$ cat src/rtl/hpdcache_pkg.sv
// rtl/hpdcache_pkg.sv - HPDcache memory interface types shared by the write-path blocks
package hpdcache_pkg;

    localparam int unsigned HPDCACHE_MEM_ADDR_WIDTH = 32;
    localparam int unsigned HPDCACHE_MEM_ID_WIDTH   = 4;
    localparam int unsigned HPDCACHE_MEM_DATA_WIDTH = 64;

    typedef logic [7:0]                               hpdcache_mem_len_t;
    typedef logic [2:0]                               hpdcache_mem_size_t;
    typedef logic [HPDCACHE_MEM_ID_WIDTH-1:0]         hpdcache_mem_id_t;
    typedef logic [HPDCACHE_MEM_ADDR_WIDTH-1:0]       hpdcache_mem_addr_t;
    typedef logic [HPDCACHE_MEM_DATA_WIDTH-1:0]       hpdcache_mem_data_t;
    typedef logic [HPDCACHE_MEM_DATA_WIDTH/8-1:0]     hpdcache_mem_be_t;

    typedef enum logic [1:0] {
        HPDCACHE_MEM_READ   = 2'b00,
        HPDCACHE_MEM_WRITE  = 2'b01,
        HPDCACHE_MEM_ATOMIC = 2'b10
    } hpdcache_mem_command_e;

    typedef struct packed {
        hpdcache_mem_addr_t    mem_req_addr;
        hpdcache_mem_len_t     mem_req_len;
        hpdcache_mem_size_t    mem_req_size;
        hpdcache_mem_id_t      mem_req_id;
        hpdcache_mem_command_e mem_req_command;
        logic [3:0]            mem_req_atomic;
        logic                  mem_req_cacheable;
    } hpdcache_mem_req_t;

    typedef struct packed {
        hpdcache_mem_data_t mem_req_w_data;
        hpdcache_mem_be_t   mem_req_w_be;
        logic               mem_req_w_last;
    } hpdcache_mem_req_w_t;

    typedef struct packed {
        logic             mem_resp_w_is_atomic;
        logic [1:0]       mem_resp_w_error;
        hpdcache_mem_id_t mem_resp_w_id;
    } hpdcache_mem_resp_w_t;

endpackage

$ cat src/rtl/hpdcache_fifo_reg.sv
// rtl/hpdcache_fifo_reg.sv - register-based FIFO with full/empty handshake flags
module hpdcache_fifo_reg #(
    parameter int unsigned FIFO_DEPTH = 4,
    parameter type         fifo_data_t = logic
) (
    input  logic       clk_i,
    input  logic       rst_ni,
    input  logic       w_i,
    output logic       wok_o,
    input  fifo_data_t wdata_i,
    input  logic       r_i,
    output logic       rok_o,
    output fifo_data_t rdata_o
);

    localparam int unsigned PW = (FIFO_DEPTH > 1) ? $clog2(FIFO_DEPTH) : 1;
    localparam int unsigned CW = $clog2(FIFO_DEPTH + 1);
    localparam logic [PW-1:0] LAST_PTR  = PW'(FIFO_DEPTH - 1);
    localparam logic [CW-1:0] DEPTH_CNT = CW'(FIFO_DEPTH);

    fifo_data_t    mem_q [FIFO_DEPTH];
    logic [PW-1:0] wptr_q;
    logic [PW-1:0] rptr_q;
    logic [CW-1:0] cnt_q;
    logic          push;
    logic          pop;

    assign wok_o   = (cnt_q != DEPTH_CNT);
    assign rok_o   = (cnt_q != '0);
    assign push    = w_i && wok_o;
    assign pop     = r_i && rok_o;
    assign rdata_o = mem_q[rptr_q];

    always_ff @(posedge clk_i) begin
        if (!rst_ni) begin
            wptr_q <= '0;
            rptr_q <= '0;
            cnt_q  <= '0;
        end else begin
            if (push) wptr_q <= (wptr_q == LAST_PTR) ? '0 : wptr_q + PW'(1);
            if (pop)  rptr_q <= (rptr_q == LAST_PTR) ? '0 : rptr_q + PW'(1);
            if (push && !pop)      cnt_q <= cnt_q + CW'(1);
            else if (!push && pop) cnt_q <= cnt_q - CW'(1);
        end
    end

    // Storage needs no reset: the pointers define which entries are valid.
    always_ff @(posedge clk_i) begin
        if (push) mem_q[wptr_q] <= wdata_i;
    end

endmodule

$ cat src/rtl/hpdcache_mem_write_flow_ctrl.sv
// rtl/hpdcache_mem_write_flow_ctrl.sv - write flow control: outstanding cap, W-after-AW, burst length check
module hpdcache_mem_write_flow_ctrl
    import hpdcache_pkg::*;
#(
    parameter int unsigned MaxOutstanding = 8,
    parameter int unsigned MaxPendingAw   = 4
) (
    input  logic                                   clk_i,
    input  logic                                   rst_ni,
    output logic                                   req_ready_o,
    input  logic                                   req_valid_i,
    input  hpdcache_mem_req_t                      req_i,
    output logic                                   req_data_ready_o,
    input  logic                                   req_data_valid_i,
    input  hpdcache_mem_req_w_t                    req_data_i,
    input  logic                                   resp_ready_i,
    output logic                                   resp_valid_o,
    output hpdcache_mem_resp_w_t                   resp_o,
    input  logic                                   dn_req_ready_i,
    output logic                                   dn_req_valid_o,
    output hpdcache_mem_req_t                      dn_req_o,
    input  logic                                   dn_req_data_ready_i,
    output logic                                   dn_req_data_valid_o,
    output hpdcache_mem_req_w_t                    dn_req_data_o,
    output logic                                   dn_resp_ready_o,
    input  logic                                   dn_resp_valid_i,
    input  hpdcache_mem_resp_w_t                   dn_resp_i,
    output logic [$clog2(MaxOutstanding+1)-1:0]    outstanding_o,
    output logic                                   busy_o,
    output logic                                   err_len_o
);

    localparam int unsigned OW = $clog2(MaxOutstanding + 1);
    localparam int unsigned AW = $clog2(MaxPendingAw + 1);
    localparam logic [OW-1:0] OUT_MAX = OW'(MaxOutstanding);
    localparam logic [AW-1:0] AW_MAX  = AW'(MaxPendingAw);
    localparam hpdcache_mem_len_t BEAT_MAX = '1;

    logic [OW-1:0]     out_cnt_q;
    logic [AW-1:0]     aw_cnt_q;
    hpdcache_mem_len_t beat_cnt_q;
    logic              err_len_q;

    logic              allow;
    logic              wen;
    logic              req_hs;
    logic              beat_hs;
    logic              resp_hs;
    logic              last_beat;
    logic              last_hs;
    logic              len_bad;
    hpdcache_mem_len_t exp_len;
    logic              fifo_wok;
    logic              fifo_rok;

    assign allow          = (out_cnt_q < OUT_MAX) && (aw_cnt_q < AW_MAX);
    assign dn_req_valid_o = req_valid_i && allow;
    assign req_ready_o    = dn_req_ready_i && allow;
    assign dn_req_o       = req_i;
    assign req_hs         = req_valid_i && req_ready_o;

    // aw_cnt counts only requests registered in earlier cycles, so W trails its AW by a cycle.
    assign wen                 = (aw_cnt_q != '0);
    assign dn_req_data_valid_o = req_data_valid_i && wen;
    assign req_data_ready_o    = dn_req_data_ready_i && wen;
    assign dn_req_data_o       = req_data_i;
    assign beat_hs             = req_data_valid_i && req_data_ready_o;
    assign last_beat           = req_data_i.mem_req_w_last;
    assign last_hs             = beat_hs && last_beat;

    assign resp_valid_o    = dn_resp_valid_i;
    assign dn_resp_ready_o = resp_ready_i;
    assign resp_o          = dn_resp_i;
    assign resp_hs         = dn_resp_valid_i && resp_ready_i;

    // A burst of len+1 beats must raise last exactly on beat index len.
    assign len_bad = last_beat ? (beat_cnt_q != exp_len) : (beat_cnt_q == exp_len);

    hpdcache_fifo_reg #(
        .FIFO_DEPTH  (MaxPendingAw),
        .fifo_data_t (hpdcache_mem_len_t)
    ) len_fifo_i (
        .clk_i   (clk_i),
        .rst_ni  (rst_ni),
        .w_i     (req_hs),
        .wok_o   (fifo_wok),
        .wdata_i (req_i.mem_req_len),
        .r_i     (last_hs),
        .rok_o   (fifo_rok),
        .rdata_o (exp_len)
    );

    always_ff @(posedge clk_i) begin
        if (!rst_ni) begin
            out_cnt_q  <= '0;
            aw_cnt_q   <= '0;
            beat_cnt_q <= '0;
            err_len_q  <= 1'b0;
        end else begin
            if (req_hs && !resp_hs)
                out_cnt_q <= out_cnt_q + OW'(1);
            else if (!req_hs && resp_hs && (out_cnt_q != '0))
                out_cnt_q <= out_cnt_q - OW'(1);

            if (req_hs && !last_hs)      aw_cnt_q <= aw_cnt_q + AW'(1);
            else if (!req_hs && last_hs) aw_cnt_q <= aw_cnt_q - AW'(1);

            if (beat_hs) begin
                if (last_beat)                 beat_cnt_q <= '0;
                else if (beat_cnt_q != BEAT_MAX) beat_cnt_q <= beat_cnt_q + 8'd1;
            end

            if (beat_hs && len_bad) err_len_q <= 1'b1;
        end
    end

    assign outstanding_o = out_cnt_q;
    assign busy_o        = (out_cnt_q != '0);
    assign err_len_o     = err_len_q;

    a_resp_underflow: assert property (@(posedge clk_i) disable iff (!rst_ni)
        !(resp_hs && !req_hs && (out_cnt_q == '0)));
    a_out_overflow: assert property (@(posedge clk_i) disable iff (!rst_ni)
        !(req_hs && !resp_hs && (out_cnt_q == OUT_MAX)));
    a_fifo_push_ok: assert property (@(posedge clk_i) disable iff (!rst_ni)
        !(req_hs && !fifo_wok));
    a_fifo_pop_ok: assert property (@(posedge clk_i) disable iff (!rst_ni)
        !(last_hs && !fifo_rok));

endmodule

$ cat config.mk
export PLATFORM = sky130hd
export DESIGN_NAME = hpdcache_mem_write_flow_ctrl
export DESIGN_NICKNAME = d
export VERILOG_FILES = /design/src/rtl/hpdcache_pkg.sv /design/src/rtl/hpdcache_fifo_reg.sv /design/src/rtl/hpdcache_mem_write_flow_ctrl.sv
export SDC_FILE = /design/constraint.sdc
export NUM_CORES = 1
export LEC_CHECK = 0
export ABC_CLOCK_PERIOD_IN_PS = 2900
export BUFFER_PORTS_ARGS = -buffer_cell sky130_fd_sc_hd__buf_2
export CAP_MARGIN = 20
export CORE_AREA = 2 2 111 113
export DETAILED_ROUTE_END_ITERATION = 8
export DIE_AREA = 0 0 113 115
export MAX_ROUTING_LAYER = met4
export PLACE_DENSITY = 0.72
export SLEW_MARGIN = 40
export SYNTH_ARGS = -nofsm -noshare
export SYNTH_HDL_FRONTEND = slang
export SYNTH_SLANG_ARGS = --single-unit
$ cat constraint.sdc
create_clock -name clk_i -period 2.9 [get_ports clk_i]
set_input_delay 0.435 -clock clk_i [delete_from_list [all_inputs] [get_ports clk_i]]
set_output_delay 0.435 -clock clk_i [all_outputs]
set_load 0.005 [all_outputs]
==> impl_metrics.py, run 1 <==
metrics = {
    "sta": {
        "tightestPinTransition_ns": 0.710,
        "min_period_ns": 2.51,
        "grt_setup_unrepaired": "false",
        "fin_crit_sh": 0.867,
        "slew_violations": 0,
        "hold_viol_final": 0,
        "max_slew_margin": 0.519,
        "setup_viol": 0,
        "fin_worst_skew_ns": 0.00664,
        "tns_ns": 0,
        "fmax_mhz": 398,
    },
    "clocking": {
        "cts.repair.resized": 0,
        "clk_latency_ns": 0.33,
        "clockBufferDepth": 2,
        "ctsHoldBuffers": 0,
        "cts_root_buf": "clkbuf_16",
        "postCtsSetupBuffers": 0,
        "cts_tree": "built",
        "path_clk_slew_ns": 0.06,
        "cts_made_buffers": 9,
        "numClockSinks": 57,
        "htreeDepth": 3,
    },
    "pwr": {
        "power_leakage_nw": 1.23,
        "p_clk_frac": 0.427,
        "p_total_mw": 2.68,
        "seq_power_share": 0.381,
        "p_int_mw": 1.96,
        "peakVddDrop_mv": 0.387,
        "power_frac_comb": 0.192,
        "power_density_nw_per_um2": 811,
        "switchingPower_uw": 714,
        "p_sw_frac": 0.267,
    },
    "yosys": {
        "ys_seq_elements": 57,
        "syn-num-nets": 486,
        "synth_area_leaders": "buf_4 (28%), edfxtp_1 (26%), dfxtp_1 (14%), mux4_1 (5.8%), xnor2_1 (4.1%)",
        "synth_edf_count": 32,
        "postSynthCellCount": 331,
        "synth_top_cell_by_area": "buf_4",
        "ys_types": 34,
        "synth_ff_type": "edfxtp_1",
        "syn_area_um2": 3640,
        "yosysTopAreaCellShare": 0.280,
        "seq_area_frac_synth": 0.401,
        "synthArstFlopShare": 0,
        "syn_avg_cell_area_um2": 11.0,
        "yosysWarningCount": 0,
    },
    "drt": {
        "wl_per_cell_um": 30.8,
        "initialDrtViolationCount": 99,
        "via_per_inst": 4.80,
        "wl_mm": 12.1,
        "detail-route-antenna-nets": 0,
        "vias": 1883,
        "firstDrtPassIters": 6,
        "drc": 20,
    },
    "global_routing": {
        "overflow": 0,
        "grt_pass1_wl_mm": 15.6,
        "grt_pass1_vias": 1862,
        "grt_util_all_layers": 0.186,
        "antenna_found_initial": 0,
        "grt_max_degree": 21,
    },
    "finish": {
        "syn_to_final_growth_pct": -9.47,
        "fin_util": 0.279,
        "fill_cells": 1198,
        "layout_commonest_cell": "buf_2",
        "final_cell_mix": "buf_2 (37), edfxtp_1 (32), dfxtp_1 (25)",
        "n_antenna_cell": 0,
        "nNetsFinal": 395,
        "drive_gt1_frac": 0.224,
    },
    "worst_setup_path": {
        "start_kind": "flip-flop",
        "slowest_delay_ns": 0.66,
        "slowest_stage": "o311ai_1",
        "r2r_slack_ns": 0.39,
        "worstPathCellList": "o311ai_1 > ha_1 > inv_1 > fa_1 > xor2_1 > or3_1 > a21boi_0",
        "arrival_ns": 2.76,
        "worstPathMaxFanout": 4,
        "critPathCaptureType": "flip-flop",
        "cp.required_ns": 3.15,
        "path_class": "reg2reg",
    },
    "floorplan": {
        "die_area_um2": 13000,
        "initial_core_util": 0.309,
        "fp.dieW_um": 113,
        "core_area_um2": 11800,
        "ios": 288,
        "die_y_um": 115,
        "fp-row-count": 40,
    },
    "job": {
        "cap_violations": 0,
    },
    "worst_hold_path": {
        "hp-class": "in2reg",
    },
    "place": {
        "hpwl_mm": 10.4,
        "routabilityCongestion": 0.875,
        "portBuffers": 37,
    },
    "status": {
        "violations": "DRC",
        "outcome": "complete, but fails checks",
    },
}
-- cell type report --
cell class              count  area (µm²)  share of cell area
clock buffers               9         225              0.0683
well taps                 147         184              0.0557
multi-input cells         124        1090               0.331
flip-flops and latches     57        1460               0.443
repair buffers             39         200              0.0607
inverters                   9        33.8              0.0102
clock inverters             7         103              0.0311
-- through the flow --
step | instance area (µm²) | instances | setup WS (ns) | hold WS (ns)
floorplan | 3640 | 331 | 0.551 | 0.461
global placement | 2970 | 376 | 0.448 | 0.445
detailed placement | 2970 | 376 | 0.238 | 0.470
CTS | 3300 | 392 | 0.126 | 0.332
global route | 3300 | 392 | 0.247 | 0.346
finish | 3300 | 392 | 0.386 | 0.339
-- state kept, by name, indices dropped and copies added, names as in the netlist, named ones only --
| signal | flops |
|---|---|
| len_fifo_i.mem_q | 32 |
| beat_cnt_q | 8 |
| outstanding_o | 4 |
| aw_cnt_q | 3 |
| len_fifo_i.cnt_q | 3 |
| len_fifo_i.rptr_q | 2 |
| len_fifo_i.wptr_q | 2 |
| err_len_o | 1 |
-- path summary, 6_finish.rpt --
path | startpoint | end | depth (start not counted)
setup / recovery | len_fifo_i.cnt_q[0] | len_fifo_i.cnt_q[2] | 7
hold / removal | req_i[20] | len_fifo_i.mem_q[0][6] | 1
setup reg to reg | len_fifo_i.cnt_q[0] | len_fifo_i.cnt_q[2] | 7
hold reg to reg | err_len_o | err_len_o | 1
-- logic make-up (layout without fill, tap and decap cells) --
| family | after synthesis | after routing | share of synthesized area |
|---|---|---|---|
| AOI/OAI and AO/OA | 20 | 20 | 0.0371 |
| xor gates and xnor gates | 20 | 20 | 0.0481 |
| adders and majority gates | 13 | 13 | 0.0508 |
| buffers and inverters | 150 | 64 | 0.299 |
| DFF | 57 | 57 | 0.401 |
| muxes | 15 | 15 | 0.0769 |
| and+or+nand+nor | 56 | 56 | 0.0869 |
-- metal layers --
| metal | global-route usage | up-vias | wire, µm |
|---|---|---|---|
| li1 | - | 808 | - |
| met1 | 0.108 | 875 | 2640 |
| met2 | 0.249 | 190 | 5000 |
| met3 | 0.319 | 10 | 4340 |
| met4 | 0.0431 | 0 | 104 |
| met5 | - | - | 0 |
-- worst max-delay path, delay by kind of cell, from the launching register on --
family	cells	cell delay [ns]
AOI/OAI and AO/OA	2	0.85
and+or+nand+nor	1	0.30
DFF	1	0.36
adders and majority gates	2	0.69
buffers and inverters	1	0.07
xor gates and xnor gates	1	0.16
-- cell usage after synthesis (2+ instances only) --
| master | instances |
|---|---|
| ha_1 | 10 |
| dfxtp_1 | 25 |
| a21oi_1 | 7 |
| nor3b_1 | 4 |
| edfxtp_1 | 32 |
| nor2b_1 | 11 |
| buf_4 | 136 |
| nor3_1 | 7 |
| xnor2_1 | 17 |
| o21ai_0 | 4 |
| clkbuf_1 | 3 |
| nand2_1 | 5 |
| o311a_1 | 2 |
| or3_1 | 4 |
| nor2_1 | 9 |
| mux4_1 | 8 |
| xor2_1 | 3 |
| nand4_1 | 3 |
| and2_1 | 8 |
| fa_1 | 3 |
| a21boi_0 | 2 |
| nand3_1 | 2 |
| mux2i_1 | 7 |
| inv_1 | 9 |
-- power groups by stage --
stage | registers, mW | clock network (mW) | logic (mW)
final | 1.02 | 1.14 | 0.514
after global routing | 1.03 | 1.19 | 0.579
after CTS | 1.02 | 1.16 | 0.520
after detailed placement | 1.03 | 0 | 0.511
after global placement | 1.03 | 0 | 0.492
after floorplan | 1.02 | 0 | 0.502
Note: power is estimated with default switching activity, not from simulation.
==> inputs of run 2 (changes only) <==
--- a/config.mk
+++ b/config.mk
@@ -5,6 +5,7 @@
 export SDC_FILE = /design/constraint.sdc
 export NUM_CORES = 1
 export LEC_CHECK = 0
+export ABC_AREA = 1
 export ABC_CLOCK_PERIOD_IN_PS = 2900
 export BUFFER_PORTS_ARGS = -buffer_cell sky130_fd_sc_hd__buf_2
 export CAP_MARGIN = 20
==> impl_metrics.py, run 2 <==
metrics = {
    "status": {
        "outcome": "complete, but fails checks",
        "violations": "DRC",
    },
    "floorplan": {
        "initial_core_util": 0.317,
        "fp.dieW_um": 113,
        "core_area_um2": 11800,
        "die_y_um": 115,
        "die_area_um2": 13000,
        "ios": 288,
        "fp-row-count": 40,
    },
    "yosys": {
        "seq_area_frac_synth": 0.391,
        "yosysTopAreaCellShare": 0.275,
        "synth_edf_count": 32,
        "synth_most_common_cell": "buf_4",
        "synth_ff_type": "edfxtp_1",
        "syn-num-nets": 590,
        "syn_area_um2": 3740,
        "synth_area_leaders": "buf_4 (28%), edfxtp_1 (26%), dfxtp_1 (13%), nand2_1 (7.3%), nand3_1 (3.6%)",
        "postSynthCellCount": 435,
        "synth_commonest_cells": "buf_4 (137), nand2_1 (73), inv_1 (35), edfxtp_1 (32), nand3_1 (27)",
        "ys_types": 34,
        "synth_top_cell_by_area": "buf_4",
        "ys_seq_elements": 57,
        "synthArstFlopShare": 0,
        "yosysWarningCount": 0,
        "syn_avg_cell_area_um2": 8.59,
    },
    "worst_hold_path": {
        "hp-class": "in2reg",
    },
    "sta": {
        "min_period_ns": 2.30,
        "grt_setup_unrepaired": "false",
        "fin_crit_sh": 0.794,
        "tightestPinTransition_ns": 0.659,
        "slew_violations": 0,
        "fin_ws_ns": 0.596,
        "tns_ns": 0,
        "setup_viol": 0,
        "hold_viol_final": 0,
        "fin_worst_skew_ns": 0.00396,
        "fmax_mhz": 434,
        "max_slew_margin": 0.560,
        "whs_ns": 0.344,
    },
    "clocking": {
        "clk_latency_ns": 0.32,
        "ctsHoldBuffers": 0,
        "cts_tree": "built",
        "cts_root_buf": "clkbuf_16",
        "numClockSinks": 57,
        "cts.repair.resized": 0,
        "cts_made_buffers": 9,
        "path_clk_slew_ns": 0.05,
        "htreeDepth": 3,
        "clockBufferDepth": 2,
        "postCtsSetupBuffers": 0,
    },
    "worst_setup_path": {
        "critPathCaptureType": "flip-flop",
        "cp.required_ns": 3.10,
        "worstPathMaxFanout": 5,
        "path_class": "reg2reg",
        "arrival_ns": 2.50,
        "start_kind": "flip-flop",
    },
    "pwr": {
        "power_leakage_nw": 1.42,
        "p_sw_frac": 0.260,
        "peakVddDrop_mv": 0.557,
        "seq_power_share": 0.416,
        "p_int_mw": 1.71,
        "power_frac_comb": 0.153,
        "switchingPower_uw": 599,
        "p_clk_frac": 0.431,
        "power_density_nw_per_um2": 686,
    },
    "place": {
        "routabilityCongestion": 0.865,
        "hpwl_mm": 11.0,
        "portBuffers": 37,
        "place_area_um2": 3080,
        "dpl_worst_slack_ns": 0.565,
    },
    "finish": {
        "n_antenna_cell": 0,
        "syn_to_final_growth_pct": -9.97,
        "largest_register_ffs": 32,
        "final_cell_mix": "nand2_1 (73), buf_2 (37), inv_1 (35)",
        "fin_util": 0.285,
        "fin_area_um2": 3370,
        "layout_commonest_cell": "nand2_1",
        "drive_gt1_frac": 0.191,
        "largest_register": "len_fifo_i.mem_q",
        "nNetsFinal": 501,
    },
    "drt": {
        "wl_mm": 12.7,
        "initialDrtViolationCount": 191,
        "vias": 2335,
        "wl_per_cell_um": 25.5,
        "detail-route-antenna-nets": 0,
        "via_per_inst": 4.69,
        "drc": 20,
        "firstDrtPassIters": 7,
    },
    "job": {
        "cap_violations": 0,
    },
    "global_routing": {
        "grt_util_all_layers": 0.195,
        "grt_pass1_wl_mm": 16.9,
        "grt_max_degree": 18,
        "grt_pass1_vias": 2352,
        "antenna_found_initial": 0,
        "overflow": 0,
    },
}
==> run 2: changes by cell type after synthesis, sizes merged, moves of 5 or more <==
cell,before,now
a211oi,0,5
mux2i,7,0
mux4,8,0
nor2b,11,0
a21oi,7,18
nand3,2,28
o21ai,4,18
nand2,5,74
and2,8,0
xnor2,17,1
nor2,9,25
inv,9,38
==> run 2: worst paths after layout <==
check / slack [ns] / startpoint / endpoint / cells past startpoint
max: 0.60 / len_fifo_i.cnt_q[0] / len_fifo_i.cnt_q[2] / 9
max reg2reg: 0.60 / len_fifo_i.cnt_q[0] / len_fifo_i.cnt_q[2] / 9
min reg2reg: 0.46 / err_len_o / err_len_o / 2
min: 0.34 / req_i[16] / len_fifo_i.mem_q[1][2] / 1
==> run 2: cells by family (layout without fill, tap and decap cells) <==
kind of cell             count (synthesis)  in the layout  share of synthesized area
flip-flops                              57             57                      0.391
buffers and inverters                  179             95                      0.322
AO/OA/AOI/OAI                           42             42                     0.0623
adder cells (fa/ha/maj)                 13             13                     0.0495
XOR/XNOR                                 1              1                    0.00234
AND/OR/NAND/NOR                        143            143                      0.173
==> run 2: critical path, cell delays in order (launching register included) <==
cell	delay, ns
dfxtp_1	0.34
or2_2	0.32
o211ai_1	0.34
ha_1	0.22
inv_1	0.07
fa_1	0.38
a21oi_1	0.15
o21ai_0	0.14
o21ai_0	0.17
a21oi_1	0.05
==> run 2: power groups by stage <==
stage                     logic, mW  clock network, mW  registers, mW
final                         0.352              0.996          0.961
after detailed placement      0.353                  0          0.976
after global routing          0.409               1.05          0.969
after global placement        0.338                  0          0.972
after CTS                     0.356               1.02          0.961
after floorplan               0.391                  0          0.964
==> run 2: layout make-up <==
cell class	instances	area (µm²)
clock buffers	10	229
clock inverters	6	58.8
fillers	1253	8450
inverters	38	145
multi-input cells	199	1070
flip-flops and latches	57	1460
well taps	147	184
repair buffers	41	215
==> run 2: routing by layer <==
layer,global-route usage,wire length [µm],vias to the layer above
met1,0.138,3190,1025
met5,-,0,-
li1,-,-,1090
met3,0.278,3770,17
met2,0.275,5530,203
met4,0.0439,182,0
==> run 2: metrics by stage <==
step,total power [mW],instances
after global placement,1.31,482
after global routing,2.43,498
final,2.31,498
after floorplan,1.35,435
after CTS,2.33,498
after detailed placement,1.33,482
